`src/rtl/uart_pkg.sv`:
```
// rtl/uart_pkg.sv - shared UART state encoding and default constants
package uart_pkg;

    localparam int UART_CLKS_PER_BIT = 868;
    localparam int UART_DATA_WIDTH   = 8;

    typedef enum logic [2:0] {
        IDLE,
        FETCH,
        LOAD,
        START,
        DATA,
        PARITY,
        STOP
    } uart_state_t;

endpackage

```
`src/rtl/uart_baud_tick.sv`:
```
// rtl/uart_baud_tick.sv - bit-period counter with clear and terminal-count tick
module uart_baud_tick #(
    parameter int  CLKS_PER_BIT = 868,
    localparam int CNT_W        = (CLKS_PER_BIT > 1) ? $clog2(CLKS_PER_BIT) : 1
) (
    input  logic             clk,
    input  logic             rst,
    input  logic             clear,
    output logic [CNT_W-1:0] count,
    output logic             tick
);

    assign tick = (count == CNT_W'(CLKS_PER_BIT - 1));

    // Count 0..CLKS_PER_BIT-1 and wrap, so consecutive bits need no restart.
    always_ff @(posedge clk or posedge rst) begin
        if (rst) begin
            count <= '0;
        end else if (clear || tick) begin
            count <= '0;
        end else begin
            count <= count + 1'b1;
        end
    end

endmodule

```
`src/rtl/uart_tx_ctrl.sv`:
```
// rtl/uart_tx_ctrl.sv - FIFO-fed UART transmitter; UART_TX_PARITY_EN adds a parity bit
module uart_tx_ctrl
    import uart_pkg::*;
#(
    parameter int DATA_WIDTH   = UART_DATA_WIDTH,
    parameter int CLKS_PER_BIT = UART_CLKS_PER_BIT,
    parameter int STOP_BITS    = 1,
    parameter int PARITY_ODD   = 0
) (
    input  logic                  clk_tx,
    input  logic                  rst,
    input  logic                  fifo_empty,
    input  logic [DATA_WIDTH-1:0] fifo_data,
    output logic                  fifo_rd_en,
    output logic                  tx,
    output logic                  busy,
    output logic                  tx_done
);

    localparam int CNT_W = (CLKS_PER_BIT > 1) ? $clog2(CLKS_PER_BIT) : 1;
    localparam int IDX_W = (DATA_WIDTH > 1) ? $clog2(DATA_WIDTH) : 1;

    if (CLKS_PER_BIT < 2 || STOP_BITS < 1 || STOP_BITS > 2 || PARITY_ODD < 0 || PARITY_ODD > 1)
    begin : g_bad_params
        $error("uart_tx_ctrl: illegal CLKS_PER_BIT, STOP_BITS or PARITY_ODD");
    end

    uart_state_t           state;
    uart_state_t           next_state;
    logic [DATA_WIDTH-1:0] shift_reg;
    logic [IDX_W-1:0]      bit_idx;
    logic [IDX_W-1:0]      bit_idx_d;
    logic                  stop_idx;
    logic                  stop_idx_d;
    logic                  baud_clear;
    logic [CNT_W-1:0]      baud_count;
    logic                  baud_tick;
    logic                  tx_d;
    logic                  rd_en_d;
    logic                  busy_d;
    logic                  done_d;

    // The bit timer only runs while a frame is on the line.
    assign baud_clear = (state == IDLE) || (state == FETCH) || (state == LOAD);

    uart_baud_tick #(
        .CLKS_PER_BIT(CLKS_PER_BIT)
    ) u_baud (
        .clk   (clk_tx),
        .rst   (rst),
        .clear (baud_clear),
        .count (baud_count),
        .tick  (baud_tick)
    );

    // State, bit indices and the byte latched from the FIFO read port.
    always_ff @(posedge clk_tx or posedge rst) begin
        if (rst) begin
            state     <= IDLE;
            shift_reg <= '0;
            bit_idx   <= '0;
            stop_idx  <= 1'b0;
        end else begin
            state    <= next_state;
            bit_idx  <= bit_idx_d;
            stop_idx <= stop_idx_d;
            if (state == LOAD) begin
                shift_reg <= fifo_data;
            end
        end
    end

    // Frame sequencing; fifo_empty is only looked at from IDLE.
    always_comb begin
        next_state = state;
        bit_idx_d  = bit_idx;
        stop_idx_d = stop_idx;
        case (state)
            IDLE:  if (!fifo_empty) next_state = FETCH;
            FETCH: next_state = LOAD;
            LOAD:  next_state = START;
            START: if (baud_tick) next_state = DATA;
            DATA: begin
                if (baud_tick) begin
                    if (bit_idx == IDX_W'(DATA_WIDTH - 1)) begin
                        bit_idx_d = '0;
`ifdef UART_TX_PARITY_EN
                        next_state = PARITY;
`else
                        next_state = STOP;
`endif
                    end else begin
                        bit_idx_d = bit_idx + 1'b1;
                    end
                end
            end
`ifdef UART_TX_PARITY_EN
            PARITY: if (baud_tick) next_state = STOP;
`endif
            STOP: begin
                if (baud_tick) begin
                    if (stop_idx == 1'(STOP_BITS - 1)) begin
                        stop_idx_d = 1'b0;
                        next_state = IDLE;
                    end else begin
                        stop_idx_d = 1'b1;
                    end
                end
            end
            default: next_state = IDLE;
        endcase
    end

    // Outputs are decoded from the upcoming state so the registered copies line up with it.
    always_comb begin
        tx_d    = 1'b1;
        rd_en_d = (next_state == FETCH);
        busy_d  = (next_state != IDLE);
        done_d  = (state == STOP) && (stop_idx == 1'(STOP_BITS - 1)) &&
                  (baud_count == CNT_W'(CLKS_PER_BIT - 2));
        case (next_state)
            START: tx_d = 1'b0;
            DATA:  tx_d = shift_reg[bit_idx_d];
`ifdef UART_TX_PARITY_EN
            PARITY: tx_d = (^shift_reg) ^ 1'(PARITY_ODD);
`endif
            default: tx_d = 1'b1;
        endcase
    end

    // Output registers; reset forces the line high immediately.
    always_ff @(posedge clk_tx or posedge rst) begin
        if (rst) begin
            tx         <= 1'b1;
            fifo_rd_en <= 1'b0;
            busy       <= 1'b0;
            tx_done    <= 1'b0;
        end else begin
            tx         <= tx_d;
            fifo_rd_en <= rd_en_d;
            busy       <= busy_d;
            tx_done    <= done_d;
        end
    end

endmodule

```
`config.mk`:
```
export PLATFORM = sky130hd
export DESIGN_NAME = uart_tx_ctrl
export DESIGN_NICKNAME = d
export VERILOG_FILES = /design/src/rtl/uart_pkg.sv /design/src/rtl/uart_baud_tick.sv /design/src/rtl/uart_tx_ctrl.sv
export SDC_FILE = /design/constraint.sdc
export NUM_CORES = 1
export LEC_CHECK = 0
export ABC_AREA = 0
export CAP_MARGIN = 5
export CORE_ASPECT_RATIO = 0.9
export CORE_MARGIN = 2
export CORE_UTILIZATION = 45
export CTS_BUF_LIST = sky130_fd_sc_hd__clkbuf_4 sky130_fd_sc_hd__clkbuf_8
export DETAILED_ROUTE_END_ITERATION = 8
export GPL_TIMING_DRIVEN = 0
export HOLD_SLACK_MARGIN = 0.02
export PLACE_DENSITY_LB_ADDON = 0.08
export SLEW_MARGIN = 10
export SYNTH_ARGS = -nofsm -noshare
export SYNTH_HDL_FRONTEND = slang
export SYNTH_SLANG_ARGS = --single-unit
```
`constraint.sdc`:
```
create_clock -name clk_tx -period 2.5 [get_ports clk_tx]
set_input_delay 0.375 -clock clk_tx [delete_from_list [all_inputs] [get_ports clk_tx]]
set_output_delay 0.375 -clock clk_tx [all_outputs]
set_load 0.005 [all_outputs]
```
==> results of run 1 <==
cell families (layout without fill, tap and decap cells):
family | Yosys count | after routing | share of synthesized area
flops | 28 | 28 | 0.504
simple gates | 39 | 39 | 0.146
buf+inv | 11 | 29 | 0.0314
xor+xnor | 8 | 8 | 0.0503
mux | 20 | 20 | 0.184
fa+ha+maj | 5 | 5 | 0.0431
compound gates | 9 | 9 | 0.0413
worst max-delay path: stages (launching register included):
cell and delay (ns):
dfrtp_1 0.44, or4_4 0.56, nor3_1 0.58, or2_2 0.23
buf_2 0.21, nor2_1 0.08
per-stage QoR:
step / utilization / cell area [um^2] / worst slack (ns) / hold slack [ns]
floorplan: - / 1390 / 0.439 / 0.440
global placement: 0.530 / 1590 / 0.378 / 0.508
detailed placement: 0.530 / 1590 / 0.366 / 0.509
CTS: 0.540 / 1620 / 0.331 / 0.530
global route: 0.540 / 1620 / 0.197 / 0.564
finish: 0.540 / 1620 / 0.311 / 0.532
layout by cell type, fill, tap and decap left out, types with 4 or more instances in the layout:
cell type        Yosys  layout
clkbuf_4             0       4
inv_1                5       5
clkbuf_1             4       4
nor3_1               4       4
nor2_1              14      14
xor2_1               5       5
nand2_1              4       4
dfrtp_1             27      27
nand4_1              4       4
clkdlybuf4s50_1      0      14
mux2_2              11      11
mux2i_1              5       5
ha_1                 4       4
worst max path at each step:
stage | end | slack [ns] | depth (start not counted)
floorplan | tx$_DFF_PP1_ | 0.44 | 5
global placement | tx$_DFF_PP1_ | 0.38 | 5
detailed placement | u_baud.count[5]$_DFF_PP0_ | 0.37 | 5
CTS | tx$_DFF_PP1_ | 0.33 | 5
global route | u_baud.count[5]$_DFF_PP0_ | 0.20 | 5
finish | u_baud.count[5]$_DFF_PP0_ | 0.31 | 5
layer usage:
metal / GRT usage / wire [um] / up-vias / part of all wire
met2: 0.247 / 1130 / 12 / 0.47
met3: 0.0381 / 70 / 2 / 0.029
met5: 0 / 0 / - / 0
li1: - / - / 463 / -
met4: 0.0317 / 16 / 0 / 0.0067
met1: 0.202 / 1180 / 454 / 0.49
report_power, final:
part | internal [uW] | switching, uW | leakage, uW
registers | 528 | 88.3 | 0.000345
clock network | 73.3 | 131 | 0.0000184
logic | 111 | 90.0 | 0.000306
final cells by class:
| type | instances | area [um^2] |
|---|---|---|
| plain buffers | 6 | 25.0 |
| clock buffers | 4 | 30.0 |
| fillers | 289 | 1380 |
| repair buffers | 14 | 140 |
| inverters | 5 | 18.8 |
| flip-flops and latches | 28 | 702 |
| well taps | 42 | 52.6 |
| multi-input cells | 81 | 648 |
==> results.sh, run 1 <==
export IMPL_worstRegToRegCells=5
export IMPL_hp_class="reg2reg"
export IMPL_critPathMaxFanout=10
export IMPL_avgSynthCellArea_um2=11.6
export IMPL_ctsHtreeMaxLevel=1
export IMPL_ys_top_cells_by_count="dfrtp_1, nor2_1, mux2_2"
export IMPL_grt_max_degree=29
export IMPL_core_um2=3000
export IMPL_ys_seq_area_frac=0.504
export IMPL_fin_skew_ns=0.00371
export IMPL_clockBufferDepth=2
export IMPL_yosysTopAreaCell="dfrtp_1"
export IMPL_hpwl_um=1670
export IMPL_cts_made_buffers=3
export IMPL_drive_above_1_share=0.203
export IMPL_endpoint_kind="register"
export IMPL_syn_to_final_growth_pct=16.0
export IMPL_vias=931
export IMPL_clkTransAtPathRegs_ns=0.14
export IMPL_dr_pass1_iters=4
export IMPL_cts_setup_buffers=0
export IMPL_r2r_slack_ns=0.31
export IMPL_syn_cell_area_um2=1390
export IMPL_postSynth_asyncResetShare=1.00
export IMPL_gp_congestion=0.748
export IMPL_synth_area_leaders="dfrtp_1, mux2_2, mux4_2"
export IMPL_clock_sinks=28
export IMPL_synth_edf_count=0
export IMPL_cts_tree="yes"
export IMPL_worst_pin_slew_ns=1.04
export IMPL_place_inst=176
export IMPL_synth_seq_cells=28
export IMPL_dieWidth_um=62.7
export IMPL_cp_start_kind="register"
export IMPL_rsz0062_at_grt="false"
export IMPL_status="completed"
export IMPL_setup_viol=0
export IMPL_min_period_ns=2.19
export IMPL_synth_top_cell_area_share=0.485
export IMPL_vias_per_cell=5.17
export IMPL_ctsHoldBuffers=0
export IMPL_finalMaxSlewViolations=0
export IMPL_grt_pass1_wl_um=4200
export IMPL_fmax_ghz=0.457
export IMPL_r2r_start="u_baud.count[3]$_DFF_PP0_"
export IMPL_wl_per_cell_um=13.3
export IMPL_p_leak_uw=0.000669
export IMPL_yosys_warnings=0
export IMPL_start_util=0.465
export IMPL_p_total_uw=1020
export IMPL_grt_util_all_layers=0.150
export IMPL_critical_path_class="reg2reg"
export IMPL_antenna_found_initial=0
export IMPL_final_min_period_over_clock_period=0.876
export IMPL_io_buffers=14
export IMPL_min_from="u_baud.count[0]$_DFF_PP0_"
export IMPL_whs_endpoint="u_baud.count[0]$_DFF_PP0_"
export IMPL_route_detailed_drc=0
export IMPL_fin_cells=180
export IMPL_detail_route_antenna_nets=0
export IMPL_synth_fp_nets=135
export IMPL_drv_cap=0
export IMPL_cp_required_ns=2.73
export IMPL_startpoint="u_baud.count[3]$_DFF_PP0_"
export IMPL_largest_register_ffs=10
export IMPL_timing_rr_end="u_baud.count[5]$_DFF_PP0_"
export IMPL_drtIter0Drc=37
export IMPL_max_slew_margin=0.309
export IMPL_yosysMostFrequentCell="dfrtp_1"
export IMPL_min_path_cells=1
export IMPL_fp_row_count=19
export IMPL_diodes=0
export IMPL_root_buffer="clkbuf_4"
export IMPL_grt_overflow_total=0
export IMPL_chipHeight_um=56.8
export IMPL_grt_pass1_vias=938
export IMPL_cts_resized=0
export IMPL_ys_flop_type="dfrtp_1"
export IMPL_final_nets=154
export IMPL_clock_latency_ns=0.32
export IMPL_wl_um=2400
export IMPL_num_io_pins=15
export IMPL_die_area_um2=3560
export IMPL_hold_violations=0
export IMPL_p_per_area_nw_per_um2=632
export IMPL_synth_cells=120
export IMPL_arrival_ns=2.41
export IMPL_final_setup_tns_ns=0
export IMPL_peakVddDrop_mv=0.500
export IMPL_synth_cell_types=32
No activity file was read; power rests on OpenSTA's default activity.
==> run 2, diff against run 1 <==
--- a/config.mk
+++ b/config.mk
@@ -15,6 +15,7 @@
 export GPL_TIMING_DRIVEN = 0
 export HOLD_SLACK_MARGIN = 0.02
 export PLACE_DENSITY_LB_ADDON = 0.08
+export REMOVE_ABC_BUFFERS = 1
 export SLEW_MARGIN = 10
 export SYNTH_ARGS = -nofsm -noshare
 export SYNTH_HDL_FRONTEND = slang
==> results.sh, run 2 (same netlist as run 1, synthesis figures left out) <==
export IMPL_critPathMaxStageDelay_ns=0.56
export IMPL_internal_power_uw=801
export IMPL_grt_util_all_layers=0.147
export IMPL_vias_per_cell=5.25
export IMPL_cts_tree="yes"
export IMPL_final_nets=148
export IMPL_grt_max_degree=29
export IMPL_gp_congestion=0.735
export IMPL_endpoint_kind="register"
export IMPL_hold_violations=0
export IMPL_cts_setup_buffers=0
export IMPL_wl_um=2210
export IMPL_dieWidth_um=62.7
export IMPL_critPathBufInv=0
export IMPL_min_period_ns=2.15
export IMPL_wl_per_cell_um=12.7
export IMPL_min_path_cells=1
export IMPL_cp_slowest_cell="or4_4"
export IMPL_seqPwrFrac=0.555
export IMPL_p_per_area_nw_per_um2=685
export IMPL_fp_row_count=19
export IMPL_fin_cells=174
export IMPL_timing_rr_end="state[0]$_DFF_PP0_"
export IMPL_syn_to_final_growth_pct=15.8
export IMPL_critical_path_class="reg2reg"
export IMPL_r2r_slack_ns=0.35
export IMPL_cp_start_kind="register"
export IMPL_status="completed"
export IMPL_clkTransAtPathRegs_ns=0.15
export IMPL_final_setup_tns_ns=0
export IMPL_drtIter0Drc=32
export IMPL_route_detailed_drc=0
export IMPL_cts_resized=0
export IMPL_layout_cells_most_common="dfrtp_1"
export IMPL_num_io_pins=15
export IMPL_cts_made_buffers=3
export IMPL_ctsHoldBuffers=0
export IMPL_r2r_start="u_baud.count[3]$_DFF_PP0_"
export IMPL_dr_pass1_iters=4
export IMPL_peakVddDrop_mv=0.369
export IMPL_crit_chain="or4_4 -> nor3_1 -> a21oi_1 -> or2_2"
export IMPL_start_util=0.465
export IMPL_place_inst=170
export IMPL_clock_latency_ns=0.33
export IMPL_hpwl_um=1640
export IMPL_whs_endpoint="u_baud.count[0]$_DFF_PP0_"
export IMPL_chipHeight_um=56.8
export IMPL_clock_sinks=28
export IMPL_ctsHtreeMaxLevel=1
export IMPL_final_min_period_over_clock_period=0.860
export IMPL_diodes=0
export IMPL_place_ws_ns=0.379
export IMPL_grt_overflow_total=0
export IMPL_detail_route_antenna_nets=0
export IMPL_clockBufferDepth=2
export IMPL_max_slew_margin=0.312
export IMPL_finalMaxSlewViolations=0
export IMPL_pwr_share_comb=0.179
export IMPL_drive_above_1_share=0.197
export IMPL_arrival_ns=2.38
export IMPL_root_buffer="clkbuf_4"
export IMPL_n_fill_cell=278
export IMPL_cp_required_ns=2.73
export IMPL_grt_pass1_wl_um=4080
export IMPL_critPathMaxFanout=6
export IMPL_path_delay_family="simple AND/OR/NAND/NOR gates"
export IMPL_io_buffers=14
export IMPL_drv_cap=0
export IMPL_die_area_um2=3560
export IMPL_setup_ws_ns=0.350
export IMPL_rsz0062_at_grt="false"
export IMPL_fin_skew_ns=0.00324
export IMPL_worst_pin_slew_ns=1.03
export IMPL_worstRegToRegCells=4
export IMPL_grt_pass1_vias=917
export IMPL_p_sw_uw=305
export IMPL_min_from="u_baud.count[0]$_DFF_PP0_"
export IMPL_setup_viol=0
export IMPL_fmax_ghz=0.465
export IMPL_core_um2=3000
export IMPL_clkPwrFrac=0.266
export IMPL_final_cell_mix="dfrtp_1, nor2_1, clkdlybuf4s50_1, mux2_2"
export IMPL_hp_class="reg2reg"
export IMPL_vias=914
export IMPL_antenna_found_initial=0
export IMPL_p_leak_uw=0.000666
export IMPL_power_share_switching=0.276
export IMPL_largest_register_ffs=10
[run 2: cell count changes in the layout (fill, tap and decap cells not counted)]
cell       change
buf_2          -2
bufinv_16      +1
clkbuf_1       -4
clkbuf_4       -1
[run 2: final cells by class]
class / count / area (um^2) / area share
Inverter: 5 / 18.8 / 0.0116
Timing Repair Buffer: 14 / 140 / 0.0868
Multi-Input combinational cell: 81 / 648 / 0.402
Sequential cell: 28 / 702 / 0.435
Tap cell: 42 / 52.6 / 0.0326
Clock buffer: 3 / 22.5 / 0.0140
Clock inverter: 1 / 30.0 / 0.0186
[run 2: worst max path at each step]
| stage | startpoint | to | depth (start not counted) |
|---|---|---|---|
| after floorplan | u_baud.count[3]$_DFF_PP0_ | tx$_DFF_PP1_ | 4 |
| after global placement | u_baud.count[3]$_DFF_PP0_ | state[0]$_DFF_PP0_ | 4 |
| after detailed placement | u_baud.count[3]$_DFF_PP0_ | tx$_DFF_PP1_ | 4 |
| after CTS | u_baud.count[3]$_DFF_PP0_ | tx$_DFF_PP1_ | 4 |
| after global routing | u_baud.count[4]$_DFF_PP0_ | state[0]$_DFF_PP0_ | 4 |
| final | u_baud.count[3]$_DFF_PP0_ | state[0]$_DFF_PP0_ | 4 |
[run 2: worst reg2reg max path, cell delays in order (launching register included)]
cell and delay, ns:
dfrtp_1 0.44, or4_4 0.56, nor3_1 0.56, a21oi_1 0.19, or2_2 0.30
[run 2: metal layers]
layer,GRT usage,part of all wire
met3,0.0240,0.034
met2,0.250,0.50
met5,0,0
met4,0.0571,0.016
met1,0.188,0.45
[run 2: through the flow]
step           total power [uW]  cell area, um^2  utilization  hold WS, ns
2_1_floorplan               762             1370            -        0.440
3_3_place_gp                815             1560        0.521        0.503
3_5_place_dp                823             1560        0.521        0.505
4_1_cts                    1120             1610        0.539        0.527
5_1_grt                    1180             1610        0.539        0.556
6_report                   1110             1610        0.539        0.520
[run 2: power groups by stage]
stage,Combinational [uW],Sequential (uW),Clock (uW)
3_3_place_gp,197,618,0
2_1_floorplan,160,601,0
6_report,198,614,294
5_1_grt,227,626,327
4_1_cts,203,614,304
3_5_place_dp,200,623,0
